**src/rtl/fetch_stage.sv**
```systemverilog
`default_nettype none
// +--------------------------------------------------------------------------+
// | fetch_stage : PC, instruction-memory handshake and IF/ID register.       |
// | Optional macro FETCH_PERF_CNT_EN adds saturating stall/flush counters.   |
// | Revision 1.0                                                             |
// +--------------------------------------------------------------------------+
module fetch_stage #(
   parameter int                 PC_W      = 10,
   parameter int                 INSTR_W   = 10,
   parameter logic [PC_W-1:0]    RESET_PC  = '0,
   parameter logic [INSTR_W-1:0] NOP_INSTR = '0
) (
   input  logic               clk,
   input  logic               reset,
   input  logic               hazard,
   input  logic               PC_hazard,
   input  logic               branch_taken,
   input  logic [PC_W-1:0]    branch_target,
   input  logic               halt,
   output logic [PC_W-1:0]    imem_addr,
   output logic               imem_req,
   input  logic [INSTR_W-1:0] imem_rdata,
   input  logic               imem_valid,
   output logic [INSTR_W-1:0] instr_ID,
   output logic [PC_W-1:0]    pc_ID,
   output logic               valid_ID,
   output logic [2:0]         rd_sel1_IF,
   output logic [2:0]         rd_sel2_IF,
   output logic               halted
`ifdef FETCH_PERF_CNT_EN
   ,
   output logic [15:0]        stall_cnt,
   output logic [15:0]        flush_cnt
`endif
);

   typedef enum logic [1:0] {
      S_FETCH  = 2'd0,
      S_WAIT   = 2'd1,
      S_HALTED = 2'd2
   } state_t;

   state_t             state_q, state_d;
   logic [PC_W-1:0]    pc_q, pc_d;
   logic [INSTR_W-1:0] instr_q, instr_d;
   logic [PC_W-1:0]    pc_id_q, pc_id_d;
   logic               valid_q, valid_d;
   logic               stall;
   logic               accept;
   logic [PC_W-1:0]    pc_inc;

   assign stall  = hazard | PC_hazard;
   assign accept = imem_req & imem_valid;
   assign pc_inc = pc_q + PC_W'(1);

   always_comb begin
      state_d = state_q;
      pc_d    = pc_q;
      instr_d = instr_q;
      pc_id_d = pc_id_q;
      valid_d = valid_q;
      if (branch_taken) begin
         pc_d    = branch_target;
         instr_d = NOP_INSTR;
         valid_d = 1'b0;
         state_d = S_FETCH;
      end else if (stall) begin
         // Everything holds; the same address is presented again next cycle.
      end else if (halt || state_q == S_HALTED) begin
         state_d = S_HALTED;
         instr_d = NOP_INSTR;
         valid_d = 1'b0;
      end else if (accept) begin
         instr_d = imem_rdata;
         pc_id_d = pc_inc;
         valid_d = 1'b1;
         pc_d    = pc_inc;
         state_d = S_FETCH;
      end else begin
         instr_d = NOP_INSTR;
         valid_d = 1'b0;
         state_d = S_WAIT;
      end
   end

   always_ff @(posedge clk) begin
      if (reset) begin
         state_q <= S_FETCH;
         pc_q    <= RESET_PC;
         instr_q <= NOP_INSTR;
         pc_id_q <= '0;
         valid_q <= 1'b0;
      end else begin
         state_q <= state_d;
         pc_q    <= pc_d;
         instr_q <= instr_d;
         pc_id_q <= pc_id_d;
         valid_q <= valid_d;
      end
   end

   assign imem_addr  = pc_q;
   assign imem_req   = (state_q != S_HALTED);
   assign halted     = (state_q == S_HALTED);
   assign instr_ID   = instr_q;
   assign pc_ID      = pc_id_q;
   assign valid_ID   = valid_q;
   assign rd_sel1_IF = instr_q[5:3];
   assign rd_sel2_IF = instr_q[2:0];

`ifdef FETCH_PERF_CNT_EN
   logic [15:0] stall_cnt_q, stall_cnt_d;
   logic [15:0] flush_cnt_q, flush_cnt_d;

   always_comb begin
      stall_cnt_d = stall_cnt_q;
      flush_cnt_d = flush_cnt_q;
      if (stall && !branch_taken && stall_cnt_q != 16'hFFFF)
         stall_cnt_d = stall_cnt_q + 16'd1;
      if (branch_taken && flush_cnt_q != 16'hFFFF)
         flush_cnt_d = flush_cnt_q + 16'd1;
   end

   always_ff @(posedge clk) begin
      if (reset) begin
         stall_cnt_q <= '0;
         flush_cnt_q <= '0;
      end else begin
         stall_cnt_q <= stall_cnt_d;
         flush_cnt_q <= flush_cnt_d;
      end
   end

   assign stall_cnt = stall_cnt_q;
   assign flush_cnt = flush_cnt_q;
`endif

endmodule
`default_nettype wire

```
**config.mk**
```make
export PLATFORM = sky130hd
export DESIGN_NAME = fetch_stage
export DESIGN_NICKNAME = d
export VERILOG_FILES = /design/src/rtl/fetch_stage.sv
export SDC_FILE = /design/constraint.sdc
export NUM_CORES = 1
export LEC_CHECK = 0
export ABC_AREA = 1
export ABC_CLOCK_PERIOD_IN_PS = 1600
export CAP_MARGIN = 5
export CORE_MARGIN = 5
export CORE_UTILIZATION = 25
export CTS_CLUSTER_SIZE = 16
export DETAILED_ROUTE_END_ITERATION = 10
export GPL_TIMING_DRIVEN = 0
export SYNTH_ARGS = -nofsm -noshare
export SYNTH_HDL_FRONTEND = slang
export SYNTH_SLANG_ARGS = --single-unit
```
**constraint.sdc**
```tcl
create_clock -name clk -period 1.6 [get_ports clk]
set_input_delay 0.16 -clock clk [delete_from_list [all_inputs] [get_ports clk]]
set_output_delay 0.16 -clock clk [all_outputs]
set_load 0.005 [all_outputs]
```
Yosys cells after proc, flatten, opt, wreduce, memory -nomap -nowiden
Index checks and enable logic that the tools add are counted.
{"block": "word_totals", "input_bits": 27, "wordCells": 30, "register_bits": 33, "output_inout_bits": 39}
{"block": "classes", "muxes": 10, "n_bitwise": 5, "n_eq_ne": 4, "n_reduce_logical": 5, "addsub": 1}
{"op": "$mux W10", "n": 6}
{"op": "$add A10 B1 Y10 const B", "n": 1}
{"op": "$ne A2 B2 Y1 const B", "n": 3}
{"op": "$reduce_and A4 Y1", "n": 1}
{"op": "$mux W1", "n": 3}
{"op": "$not A1 Y1", "n": 3}
{"op": "$reduce_and A3 Y1", "n": 1}
{"op": "$eq A2 B2 Y1 const B", "n": 1}
{"op": "$mux W2", "n": 1}
{"op": "$reduce_bool A2 Y1", "n": 1}
{"op": "$reduce_or A2 Y1", "n": 1}
{"op": "$and A1 B1 Y1", "n": 1}
{"op": "$logic_or A1 B1 Y1", "n": 1}
{"op": "$or A1 B1 Y1", "n": 1}

Depth between registers and ports, before layout
{"block": "logic_depth", "ltp_word": 6, "mapped_depth": 9, "ltp_nobuf": 8}

Worst setup path after synthesis
Ideal clock, no wire load.
{"block": "synth_path", "path_type": "reg-to-reg", "start": "reg pc_q[0] (netlist: imem_addr[0])", "end": "reg pc_q[4] (netlist: imem_addr[4])", "arrival_time_ps": 1167, "path_stages_with_launch": 9, "required_time_ps": 1544, "slack_ps": 377, "cell_sequence": "dfxtp_1 -> ha_1 -> nand2_1 -> nor2_1 -> xor2_1 -> nand2_1 -> nand3_1 -> nand2_1 -> inv_1"}
{"block": "synth_via", "elab_chain_len": 5}
{"element": "from (decl)", "line": "44", "source": "logic [PC_W-1:0] pc_q, pc_d;"}
{"element": "from (signal assigned)", "line": "95", "source": "pc_q <= pc_d;"}
{"element": "$add A10 B1 Y10", "line": "54", "source": "assign pc_inc = pc_q + PC_W'(1);"}
{"element": "$mux W10", "line": "73", "source": "end else if (accept) begin"}
{"element": "$mux W10", "line": "69", "source": "end else if (halt || state_q == S_HALTED) begin"}
{"element": "$mux W10", "line": "67", "source": "end else if (stall) begin"}
{"element": "$mux W10", "line": "62", "source": "if (branch_taken) begin"}
No other way between the ends. The select of a mux whose other input is x is not followed.
A chain may end at the register's enable or synchronous reset.

Final worst setup path
{"block": "layout_path", "start": "reg state_q[0]", "end": "out halted"}
{"block": "layout_via", "elab_chain_len": 1}
{"element": "from (decl)", "line": "43", "source": "state_t state_q, state_d;"}
{"element": "from (signal assigned)", "line": "94", "source": "state_q <= state_d;"}
{"element": "$eq A2 B2 Y1", "line": "104", "source": "assign halted = (state_q == S_HALTED);"}
{"element": "to (decl)", "line": "29", "source": "output logic halted"}
No other way between the ends.

==> flow_metrics.tcl <==
set metrics [dict create \
    clk_latency_ns 0.29 \
    drv_cap 0 \
    start_kind "flip-flop" \
    design_area_sq_mm 0.002379 \
    status "complete, no violations" \
    dp.cells 346 \
    synth_area_sq_mm 0.001528 \
    synthCells 207 \
    clock_power_share_pct 42.9 \
    vdd_ir_drop_max_mv 0.2924 \
    ys.flop_type "dfxtp_1" \
    post-place-ws_ns -0.08491 \
    slew_viol_final 0 \
    gr-total-overflow 0 \
    cp-end-kind "output port" \
    fin_skew_ns 0.006157 \
    synth_common_cells "57 x nand2_1, 33 x dfxtp_1, 21 x nor2_1, 18 x inv_1, 17 x a21oi_1" \
    worst_ep_required_time_ns 1.44 \
    worstPathArrival_ns 1.30 \
    multiInputGateArea_sq_um 700.7 \
    post_cts_buffers 0 \
    synth_edf_count 0 \
    die_area_sq_mm 0.007774 \
    final_nets 306 \
    sequentialPowerShare_pct 45.4 \
    finalSetupViolCount 0 \
    reg2reg_slack_ns 0.18 \
    synth_most_common_cell "nand2_1" \
    period_share_pct 91.47 \
    powerDensity_mw_per_mm2 798.8 \
    grt_max_degree 11 \
    die_h_um 88.17 \
    io_buffers 64 \
    io_pins 66 \
    rsz0062_at_grt "false" \
    viasPerCell 4.376 \
    vias 1549 \
    p_sw_share_pct 22.35 \
    grt_pass1_vias 1516 \
    coreArea_sq_mm 0.005921 \
    drcViolationCount 0 \
    drive_above_1_share_pct 8.961 \
    relSlewSlack_pct 69.29 \
    diodes 0 \
    cts_buffers 5 \
    min_period_ns 1.463 \
    comb_power_share_pct 11.7 \
    tritoncts "done" \
    cts_resized 0 \
    synth_seq_area_share_pct 43.24 \
    synth_area_leaders "dfxtp_1 43%, nand2_1 14%, a21oi_1 5.6%" \
    synth_fp_nets 235 \
    grt_usage_pct 11.71 \
    root_buffer "clkbuf_8" \
    clock_sinks 33 \
    path_max_fanout 5 \
    worstMarginPinSlew_ns 0.4606 \
    syn_avg_cell_area_sq_um 7.380 \
    clk_pin_slew_ns 0.07 \
    fillers 629 \
    routed_wl_um 4411 \
    hold_viol 0 \
    grt_pass1_wl_um 7065 \
    leakagePower_nw 0.9394 \
    synth_cell_types 26 \
    grt_antenna_before_repair 0 \
    rows 28 \
    fin_ws_ns 0.1365 \
    ys_warn_count 0 \
    cts_buffer_depth 2 \
    fp.dieW_um 88.17 \
    htree_levels 2 \
    firstDrtPassIters 4 \
    fin_util_pct 40.17 \
    yosysTopAreaCell "dfxtp_1" \
    synth_top_area_share_pct 43.24 \
    fin_cells 354 \
    place_area_sq_mm 0.002262 \
    avgRoutedWirePerCell_um 12.46 \
    worstSetupPathType "flip-flop to output port" \
    power_switching_mw 0.4246 \
    async_flop_share_pct 0 \
    fmax_mhz 683.3 \
    cts_hold_buf 0 \
    hold_class "primary input to flip-flop" \
    dp_hpwl_um 3417 \
    drt-initial-drc-count 60 \
    ys_ff_latch 33 \
    ant_nets 0 \
    regArea_sq_um 660.6 \
    power.total_mw 1.900 \
    area_growth_pct 55.69 \
    power.internal_mw 1.475 \
    routabilityCongestion 0.8285 \
    start_util_pct 25.80 \
]
-- cell families (layout without fill, tap and decap cells) --
| group | after synthesis | count (layout) | synth area share [%] |
|---|---|---|---|
| xor gates and xnor gates | 3 | 3 | 1.720 |
| AOI/OAI and AO/OA | 37 | 37 | 14.74 |
| buffers and inverters | 34 | 106 | 10.89 |
| adders and majority gates | 1 | 1 | 0.8189 |
| and+or+nand+nor | 99 | 99 | 28.58 |
| DFF | 33 | 33 | 43.24 |
-- worst max-delay path, stage by stage (launching register included) --
cell and delay, ns:
dfxtp_1 0.31, inv_1 0.06, nand2_2 0.09, inv_1 0.07, clkdlybuf4s50_1 0.49
-- final cells by class --
cell class | instances | share of cell area, %
Tap cell | 75 | 3.945
Timing Repair Buffer | 64 | 26.93
Buffer | 14 | 3.840
Clock buffer | 7 | 3.630
Sequential cell | 33 | 27.77
Clock inverter | 1 | 1.262
Multi-Input combinational cell | 140 | 29.46
Inverter | 20 | 3.156
-- final timing paths --
| path | to | cells past startpoint | from |
|---|---|---|---|
| hold reg to reg | pc_ID[7]$_SDFFE_PP0P_ | 2 | pc_ID[7]$_SDFFE_PP0P_ |
| setup / recovery | halted | 4 | state_q[0]$_SDFFE_PP0N_ |
| setup reg to reg | imem_addr[4]$_SDFFE_PP0P_ | 8 | imem_addr[0]$_SDFFE_PP0P_ |
| hold / removal | pc_ID[0]$_SDFFE_PP0P_ | 2 | reset |
-- power groups by stage --
stage	sequential [mW]	clock, mW	combinational, mW
after floorplan	0.878	0	0.0929
after global placement	0.881	0	0.221
after detailed placement	0.881	0	0.223
after CTS	0.863	0.837	0.225
after global routing	0.866	0.874	0.244
final	0.863	0.815	0.222
-- layout by cell type (no fill, tap or decap), drive strengths merged --
| master | netlist | routed |
|---|---|---|
| buf | 10 | 10 |
| xor2 | 2 | 2 |
| clkdlybuf4s50 | 0 | 64 |
| nand3 | 14 | 14 |
| dfxtp | 33 | 33 |
| o21a | 2 | 2 |
| nand4 | 1 | 1 |
| o21ai | 4 | 4 |
| ha | 1 | 1 |
| bufinv | 0 | 1 |
| nand3b | 2 | 2 |
| nor2 | 23 | 23 |
| a22oi | 10 | 10 |
| a21boi | 4 | 4 |
| nand2 | 58 | 58 |
| nor3b | 1 | 1 |
| clkbuf | 4 | 11 |
| a21oi | 17 | 17 |
| inv | 20 | 20 |
| xnor2 | 1 | 1 |
-- stage by stage --
| stage | hold WS (ns) | setup TNS (ns) |
|---|---|---|
| 2_1_floorplan | 0.3083 | 0 |
| 3_3_place_gp | 0.4455 | -1.304 |
| 3_5_place_dp | 0.4466 | -1.257 |
| 4_1_cts | 0.1404 | 0 |
| 5_1_grt | 0.1617 | 0 |
| 6_report | 0.1435 | 0 |
-- layer usage --
metal | share of wire, % | wire, um | vias to the layer above | track usage, %
met5 | 0 | 0 | - | 0
met4 | 1.5 | 68 | 0 | 3.297
li1 | - | - | 800 | -
met3 | 11 | 467 | 7 | 4.233
met2 | 42 | 1874 | 70 | 17.95
met1 | 45 | 2001 | 672 | 15.51
-- sequential cells by signal, summed over array words and instances (netlist names) --
name and cells:
imem_addr 10, instr_ID 10, pc_ID 10, state_q 2
valid_ID 1
(Power assumes the default switching activity.)
